==> src/rtl/piso_serializer.sv <==
// Parallel-in/serial-out serializer with a valid/ready word port, a one-word
// holding buffer so consecutive words stream with no idle bit between them.
module piso_serializer #(
    parameter int WIDTH      = 8,
    parameter bit LSB_FIRST  = 1'b0,
    parameter bit IDLE_LEVEL = 1'b0
) (
    input  logic             clk,
    input  logic             reset,
    input  logic             in_valid,
    output logic             in_ready,
    input  logic [WIDTH-1:0] in_data,
    input  logic             shift_en,
    output logic             serial_out,
    output logic             bit_valid,
    output logic             first_bit,
    output logic             last_bit,
    output logic             word_done,
    output logic             busy
);

    localparam int CW = $clog2(WIDTH);
    localparam logic [CW-1:0] LAST_IDX = CW'(WIDTH - 1);

    logic [WIDTH-1:0] hold_q, hold_d;
    logic             hold_full_q, hold_full_d;
    logic [WIDTH-1:0] shift_q, shift_d;
    logic             active_q, active_d;
    logic [CW-1:0]    bit_cnt_q, bit_cnt_d;
    logic             word_done_q, word_done_d;

    logic at_last;
    logic consume_last;
    logic accept;
    logic load;

    always_comb begin
        hold_d       = hold_q;
        hold_full_d  = hold_full_q;
        shift_d      = shift_q;
        active_d     = active_q;
        bit_cnt_d    = bit_cnt_q;

        at_last      = active_q && (bit_cnt_q == LAST_IDX);
        consume_last = at_last && shift_en;
        accept       = in_valid && in_ready;
        load         = hold_full_q && (!active_q || consume_last);
        word_done_d  = consume_last;

        if (accept) begin
            hold_d      = in_data;
            hold_full_d = 1'b1;
        end

        // A held word replaces the finishing one on the same edge, keeping the line gap-free.
        if (load) begin
            shift_d     = hold_q;
            active_d    = 1'b1;
            bit_cnt_d   = '0;
            hold_full_d = 1'b0;
        end else if (active_q && shift_en && !at_last) begin
            if (LSB_FIRST)
                shift_d = {1'b0, shift_q[WIDTH-1:1]};
            else
                shift_d = {shift_q[WIDTH-2:0], 1'b0};
            bit_cnt_d = bit_cnt_q + 1'b1;
        end else if (consume_last) begin
            active_d = 1'b0;
        end
    end

    always_ff @(posedge clk or posedge reset) begin
        if (reset) begin
            hold_q      <= '0;
            hold_full_q <= 1'b0;
            shift_q     <= '0;
            active_q    <= 1'b0;
            bit_cnt_q   <= '0;
            word_done_q <= 1'b0;
        end else begin
            hold_q      <= hold_d;
            hold_full_q <= hold_full_d;
            shift_q     <= shift_d;
            active_q    <= active_d;
            bit_cnt_q   <= bit_cnt_d;
            word_done_q <= word_done_d;
        end
    end

    assign in_ready   = !reset && !hold_full_q;
    assign serial_out = active_q ? (LSB_FIRST ? shift_q[0] : shift_q[WIDTH-1]) : IDLE_LEVEL;
    assign bit_valid  = active_q;
    assign first_bit  = active_q && (bit_cnt_q == '0);
    assign last_bit   = at_last;
    assign word_done  = word_done_q;
    assign busy       = active_q || hold_full_q;

endmodule

==> config.mk <==
export PLATFORM = sky130hd
export DESIGN_NAME = piso_serializer
export DESIGN_NICKNAME = d
export VERILOG_FILES = /design/src/rtl/piso_serializer.sv
export SDC_FILE = /design/constraint.sdc
export NUM_CORES = 1
export LEC_CHECK = 0
export BUFFER_PORTS_ARGS = -buffer_cell sky130_fd_sc_hd__buf_2
export CAP_MARGIN = 20
export CORE_MARGIN = 2
export CORE_UTILIZATION = 53
export DETAILED_ROUTE_END_ITERATION = 8
export PLACE_DENSITY = 0.88
export SLEW_MARGIN = 5
export SYNTH_ARGS = -nofsm -noshare
export SYNTH_HDL_FRONTEND = slang
export SYNTH_SLANG_ARGS = --single-unit
==> constraint.sdc <==
create_clock -name clk -period 2.05 [get_ports clk]
set_input_delay 0.1025 -clock clk [delete_from_list [all_inputs] [get_ports clk]]
set_output_delay 0.1025 -clock clk [all_outputs]
set_load 0.005 [all_outputs]
==> flow_summary.yaml, run 1 <==
run_status:
  outcome: "completed"
placement:
  dp_hpwl_um: 1320
  placed_cell_area_um2: 1140
  gp_congestion: 0.792
  io_buffers: 18
logic_synthesis:
  syn_avg_cell_area_um2: 9.87
  ys_ff_latch: 22
  yosysSeqAreaShare: 0.531
  syn_nets: 120
  synth_top_family_by_area: "compound AO/OA/AOI/OAI gates"
  syn-cell-area_um2: 1040
  yosysTopAreaCell: "dfrtp_1"
  synthTopCellsByArea: "dfrtp_1, inv_1, a222oi_1"
  yosys.area_share.simple: 0.149
  yosysWarnings: 0
  yosysUniqueCellTypes: 25
  syn_inst: 105
  synth-compound-area-share: 0.174
  yosys.area_share.adder: 0.0362
  yosys-mux-area-fraction: 0.0217
  synthXorXnorAreaFrac: 0
  yosysTopAreaCellShare: 0.531
worst_setup_path:
  worstSetupEndpointType: "flop"
  r2r_cells: 5
  critPathMaxFanout: 12
  crit_type: "flop to flop"
  worst_setup_path_start_kind: "flop"
  crit_required_ns: 2.25
  cp.arrival_ns: 1.98
pwr:
  power.switching_uw: 471
  leakage_uw: 0.000619
  sw_frac_of_total: 0.333
  power.share.clock: 0.163
  p_int_uw: 945
  power_density_nw_per_um2: 1150
  p_comb_frac: 0.316
  vdd.ir_drop.worst_mv: 0.692
  sequentialPowerShare: 0.521
clock_network:
  clk_path_buf_depth: 2
  cts_setup_buffers: 0
  clkSlewWorstSetupHoldPaths_ns: 0.11
  cts-root-buf: "clkbuf_4"
  tritoncts: "built"
  cts_buffers: 3
  cts_num_sinks: 22
  post_cts_resized: 0
  htreeDepth: 1
  postCtsHoldBufs: 6
  clkLatencyLatePin_ns: 0.30
cells_and_area:
  area_growth_pct: 19.1
  final_area_um2: 1230
  antenna_cells: 0
  final_util: 0.692
  drive_above_1_share: 0.225
  nNetsFinal: 145
  nFillCells: 142
die:
  ioPinCount: 19
  die-area_um2: 2320
  rows: 15
  start_util: 0.581
  core_region_area_um2: 1780
  die_w_um: 48.2
  die_height_um: 48.2
drt:
  routedWlPerCell_um: 11.7
  drc: 0
  ant_nets: 0
  vias: 807
  viasPerCell: 5.24
  drt_iter0_markers: 33
  dr.pass1.iters: 4
  routed_wl_um: 1810
global_route:
  track_usage: 0.190
  grt_overflow: 0
  antenna_found_initial: 0
  grt_pass1_wl_um: 3010
  grt_pass1_vias: 720
  grt_max_degree: 23
sta:
  max_freq_mhz: 562
  tns_ns: 0
  rsz0062_at_grt: "false"
  hold_viol: 0
  fin_skew_ns: 0.00294
  period_needed_ns: 1.78
  fin_crit_sh: 0.868
  worst_pin_slew_ns: 0.784
  timing.hold.ws_ns: 0.00549
  max-slew-margin-rel: 0.477
  report.final.setup_viol: 0
  drv_slew: 0
hold_path:
  worstHoldPathCells: 3
  hold_path_class: "input port to flop"
run:
  max-cap-violations: 0
power groups by stage:
| stage | Combinational [uW] | Sequential (uW) | Clock [uW] |
|---|---|---|---|
| after global placement | 418 | 738 | 0 |
| after global routing | 517 | 767 | 255 |
| after detailed placement | 442 | 745 | 0 |
| after CTS | 453 | 737 | 236 |
| final | 448 | 737 | 230 |
| after floorplan | 363 | 695 | 0 |
layout make-up:
cell class,instances,area (um^2),share of cell area
Sequential cell,22,551,0.446
Tap cell,25,31.3,0.0254
Multi-Input combinational cell,61,394,0.319
Clock buffer,4,36.3,0.0294
Inverter,17,63.8,0.0517
Timing Repair Buffer,25,158,0.128
registers in the layout, indices dropped and copies added (netlist names):
name and flops:
bit_cnt_q 3, hold_q 8, shift_q 8, hold_full_q 1, word_done 1, bit_valid 1
cells in the final DEF (no fill, tap or decap), drive strengths merged, types with 3 or more instances in the layout:
cell         synthesis  routed
dfrtp               22      22
a222oi               6       6
nor2                 4       4
nand2b               3       3
a21oi                3       3
clkbuf               3       4
ha                   3       3
nand2               14      14
dlygate4sd3          0       6
o22ai                6       6
and2                 3       3
inv                 17      17
o21ai                8       8
buf                  2      19
worst max-delay path, cell delays in order, from the launching register on:
cell and delay [ns]:
dfrtp_1 0.41, ha_1 0.20, ha_1 0.25, a21bo_2 0.27, and2_4 0.21, a222oi_1 0.33
kinds of logic (layout without fill, tap and decap cells):
group                    count (synthesis)  after routing
flip-flops                              22             22
multiplexers                             2              2
buffers and inverters                   22             46
adder cells (fa/ha/maj)                  3              3
AND/OR/NAND/NOR                         30             30
AO/OA/AOI/OAI                           26             26
cell usage after synthesis (all sizes together):
cell type   n
a211oi      1
a21oi       3
nand3       1
o21ai       8
nor2        4
a21bo       1
nand3b      1
a221o       1
and3b       1
and3        1
dfrtp      22
or2         1
buf         2
a222oi      6
nand2b      3
clkbuf      3
inv        17
nand2      14
and2        3
o22ai       6
nor3b       1
mux2        2
ha          3
metrics by stage:
step / setup slack, ns / total power [uW] / std cells
2_1_floorplan: 0.327 / 1060 / 105
3_3_place_gp: 0.362 / 1160 / 144
3_5_place_dp: 0.267 / 1190 / 144
4_1_cts: 0.260 / 1430 / 154
5_1_grt: 0.154 / 1540 / 154
6_report: 0.270 / 1420 / 154
path summary, 6_finish.rpt:
path / startpoint / end / slack (ns)
max in group asynchronous: reset / shift_q[4] / 1.06
min in group asynchronous: reset / shift_q[6] / 0.51
min: in_data[7] / hold_q[7] / 0.005
max: bit_cnt_q[0] / shift_q[5] / 0.27
max reg2reg: bit_cnt_q[0] / shift_q[5] / 0.27
min reg2reg: hold_q[0] / shift_q[0] / 0.51
layer usage:
metal,global-route usage,share of wire,up-vias,wire length [um]
met2,0.295,0.46,30,824
met3,0.0667,0.072,2,130
met4,0.0595,0.0066,0,12
met5,0,0,-,0
li1,-,-,406,-
met1,0.250,0.46,369,839
Power figures use the tool's default switching activity.
==> run 2: changes to the inputs <==
Settings changed: CORE_MARGIN 2 to 1.5, CORE_UTILIZATION 53 to 48, PLACE_DENSITY 0.88 to 0.84, SKIP_CTS_REPAIR_TIMING from default to 1.
Clock period 2.05 ns to 1.6 ns, I/O delays scaled along.
==> flow_summary.yaml, run 2 (synthesized netlist as in run 1, its figures left out) <==
sta:
  max_freq_mhz: 587
  worst_slack_ns: -0.104
  hold_viol: 1
  rsz0062_at_grt: "true"
  timing.hold.ws_ns: -0.0230
  period_needed_ns: 1.70
  report.final.setup_viol: 8
  max-slew-margin-rel: 0.802
  fin_crit_sh: 1.06
  worst_pin_slew_ns: 0.296
  drv_slew: 0
  fin_skew_ns: 0.0157
drt:
  viasPerCell: 5.44
  ant_nets: 0
  routed_wl_um: 2200
  vias: 920
  drt_iter0_markers: 61
  routedWlPerCell_um: 13.0
  drc: 0
  dr.pass1.iters: 5
global_route:
  grt_max_degree: 23
  grt_overflow: 0
  antenna_found_initial: 0
  grt_pass1_vias: 827
  track_usage: 0.185
  grt_pass1_wl_um: 3460
clock_network:
  tritoncts: "built"
  clkSlewWorstSetupHoldPaths_ns: 0.12
  htreeDepth: 1
  cts_buffers: 3
  clk_path_buf_depth: 2
  cts-root-buf: "clkbuf_4"
  cts_num_sinks: 22
  clkLatencyLatePin_ns: 0.31
worst_setup_path:
  startpoint: "bit_cnt_q[0]"
  critPathMaxFanout: 6
  worst_setup_path_start_kind: "flop"
  worstSetupEndpointType: "flop"
  cp.arrival_ns: 1.89
  crit_required_ns: 1.79
  crit_type: "flop to flop"
  reg2reg_from: "bit_cnt_q[0]"
cells_and_area:
  area_growth_pct: 33.2
  layout_common_cells: "dfrtp_1, buf_2, inv_1"
  reg_top3: "hold_q (8), shift_q (8), bit_cnt_q (3)"
  layout_commonest_cell: "dfrtp_1"
  antenna_cells: 0
  seqCellArea_um2: 551
  drive_above_1_share: 0.303
  multi_input_area_um2: 427
  final_area_um2: 1380
  nFillCells: 142
  stdcell_count: 169
  nNetsFinal: 158
  final_util: 0.689
hold_path:
  hold_path_class: "input port to flop"
  min_from: "in_data[2]"
pwr:
  sequentialPowerShare: 0.451
  p_int_uw: 1400
  power.share.clock: 0.201
  vdd.ir_drop.worst_mv: 0.979
  power_density_nw_per_um2: 1500
  power.switching_uw: 668
  p_comb_frac: 0.347
  sw_frac_of_total: 0.323
  leakage_uw: 0.000688
run:
  max-cap-violations: 0
placement:
  gp_congestion: 0.749
  placed_cell_area_um2: 1210
  io_buffers: 18
  dp_hpwl_um: 1470
  place_ws_ns: -0.0274
  post-place-cells: 153
die:
  die_w_um: 49.5
  rows: 16
  die-area_um2: 2450
  start_util: 0.518
  ioPinCount: 19
  core_region_area_um2: 2000
  die_height_um: 49.5
run_status:
  violations: "negative hold slack, negative setup slack"
  outcome: "finished with violations"
## run 2: metal layers
layer / GRT usage / up-vias / share of wire
li1: - / 433 / -
met1: 0.232 / 436 / 0.40
met2: 0.313 / 45 / 0.52
met3: 0.0576 / 6 / 0.064
met4: 0.0417 / 0 / 0.014
met5: 0 / - / 0
## run 2: power by group through the flow
| stage | logic [uW] | registers (uW) | clock network (uW) |
|---|---|---|---|
| after global routing | 818 | 952 | 451 |
| after detailed placement | 662 | 937 | 0 |
| after global placement | 617 | 929 | 0 |
| after floorplan | 480 | 896 | 0 |
| after CTS | 665 | 927 | 423 |
| final | 718 | 932 | 416 |
## run 2: metrics by stage
step	total power [uW]	setup TNS, ns
after floorplan	1380	-0.0319
after global placement	1550	0
after detailed placement	1600	-0.0407
after CTS	2010	-0.222
after global routing	2220	-0.725
final	2070	-0.275
## run 2: area by class of cell
cell class,instances,share of cell area
clock buffers,3,0.0163
clock inverters,1,0.0218
inverters,17,0.0462
multi-input cells,62,0.309
flip-flops and latches,22,0.399
well taps,27,0.0245
repair buffers,37,0.183
## run 2: worst paths after layout
kind / slack, ns / depth (start not counted) / end
worst max-delay path: -0.10 / 5 / shift_q[3]
worst min-delay path: -0.02 / 3 / hold_q[2]
worst max register to register: -0.10 / 5 / shift_q[3]
worst min register to register: 0.53 / 1 / hold_q[0]
max in group asynchronous: 1.02 / 4 / hold_q[2]
min in group asynchronous: 0.34 / 4 / hold_q[0]
## run 2: worst max-delay path, cell delays in order, from the launching register on
cell and delay [ns]:
dfrtp_1 0.42, ha_2 0.21, ha_4 0.18, a21bo_4 0.21, and2_2 0.23, a222oi_1 0.33
==> run 3: changes to the inputs <==
Settings changed: CORE_UTILIZATION 48 to 57, PLACE_DENSITY 0.84 to 0.92.
Clock period 1.6 ns to 2.1 ns, I/O delays scaled along.
==> flow_summary.yaml, run 3 (synthesized netlist as in run 1, its figures left out) <==
die:
  die_height_um: 45.6
  ioPinCount: 19
  die_w_um: 45.6
  die-area_um2: 2080
  start_util: 0.607
  rows: 15
  core_region_area_um2: 1710
drt:
  drc: 0
  viasPerCell: 5.44
  routed_wl_um: 1930
  dr.pass1.iters: 4
  vias: 810
  routedWlPerCell_um: 12.9
  drt_iter0_markers: 51
  ant_nets: 0
worst_setup_path:
  worst_setup_path_start_kind: "flop"
  worstSetupEndpointType: "flop"
  cp.arrival_ns: 2.03
  crit_required_ns: 2.29
  critPathMaxFanout: 12
  crit_type: "flop to flop"
cells_and_area:
  reg_top3: "hold_q (8), shift_q (8), bit_cnt_q (3)"
  stdcell_count: 149
  drive_above_1_share: 0.226
  antenna_cells: 0
  nNetsFinal: 141
  layout_common_cells: "dfrtp_1, buf_2, inv_1"
  area_growth_pct: 13.9
  layout_commonest_cell: "dfrtp_1"
global_route:
  grt_overflow: 0
  antenna_found_initial: 0
  grt_max_degree: 23
  grt_pass1_wl_um: 3110
  grt_pass1_vias: 767
  track_usage: 0.211
clock_network:
  cts_num_sinks: 22
  clkLatencyLatePin_ns: 0.30
  cts-root-buf: "clkbuf_4"
  cts_buffers: 3
  clkSlewWorstSetupHoldPaths_ns: 0.11
  htreeDepth: 1
  clk_path_buf_depth: 2
  tritoncts: "built"
placement:
  gp_congestion: 0.753
  post-place-cells: 144
  dp_hpwl_um: 1330
  io_buffers: 18
pwr:
  sequentialPowerShare: 0.534
  leakage_uw: 0.000595
  sw_frac_of_total: 0.345
  vdd.ir_drop.worst_mv: 0.757
  p_comb_frac: 0.329
  power.switching_uw: 463
  p_int_uw: 881
  power.share.clock: 0.138
  power_density_nw_per_um2: 1140
run_status:
  violations: "negative hold slack"
  outcome: "finished with violations"
sta:
  max-slew-margin-rel: 0.459
  drv_slew: 0
  worst_pin_slew_ns: 0.811
  report.final.setup_viol: 0
  tns_ns: 0
  rsz0062_at_grt: "false"
  period_needed_ns: 1.83
  fin_crit_sh: 0.872
  fin_skew_ns: 0.00334
  timing.hold.ws_ns: -0.0347
  hold_viol: 23
  max_freq_mhz: 546
hold_path:
  hold_path_class: "input port to asynchronous set/reset pin"
run:
  max-cap-violations: 0
==> run 3: routing by layer <==
| metal | part of all wire | vias up | track usage |
|---|---|---|---|
| li1 | - | 401 | - |
| met4 | 0.011 | 0 | 0.118 |
| met2 | 0.49 | 29 | 0.335 |
| met3 | 0.051 | 2 | 0.0357 |
| met5 | 0 | - | 0 |
| met1 | 0.45 | 378 | 0.272 |
==> run 3: area by class of cell <==
type	instances	area, um^2
Tap cell	25	31.3
Timing Repair Buffer	21	118
Multi-Input combinational cell	61	394
Sequential cell	22	551
Fill cell	138	528
Clock buffer	3	22.5
Inverter	17	63.8
==> run 3: path summary, 6_finish.rpt <==
check	end	start	cells after the start	slack, ns
min in group clk	hold_q[4]	in_data[4]	3	0
min	hold_full_q	reset	2	-0.03
max in group asynchronous	hold_q[2]	reset	2	1.63
max reg2reg	shift_q[2]	bit_cnt_q[0]	5	0.27
max	shift_q[2]	bit_cnt_q[0]	5	0.27
min reg2reg	shift_q[6]	hold_q[6]	1	0.52
==> run 3: power groups by stage <==
stage               clock network [uW]  logic (uW)  registers [uW]
floorplan                            0         354             678
global placement                     0         408             717
detailed placement                   0         435             728
CTS                                191         443             718
global route                       210         499             739
finish                             185         442             718
==> run 3: through the flow <==
stage	setup slack (ns)	util	power, uW	hold WS (ns)	area (um^2)
2_1_floorplan	0.377	-	1030	0.0942	1040
3_3_place_gp	0.412	0.666	1130	0.308	1140
3_5_place_dp	0.318	0.666	1160	0.310	1140
4_1_cts	0.292	0.679	1350	-0.0154	1160
5_1_grt	0.189	0.691	1450	0.00789	1180
6_report	0.269	0.691	1340	-0.0347	1180
==> run 3: critical path, stage by stage (launching register included) <==
cell	delay (ns)
dfrtp_1	0.41
ha_1	0.21
ha_1	0.26
a21bo_2	0.27
and2_4	0.21
a222oi_1	0.36
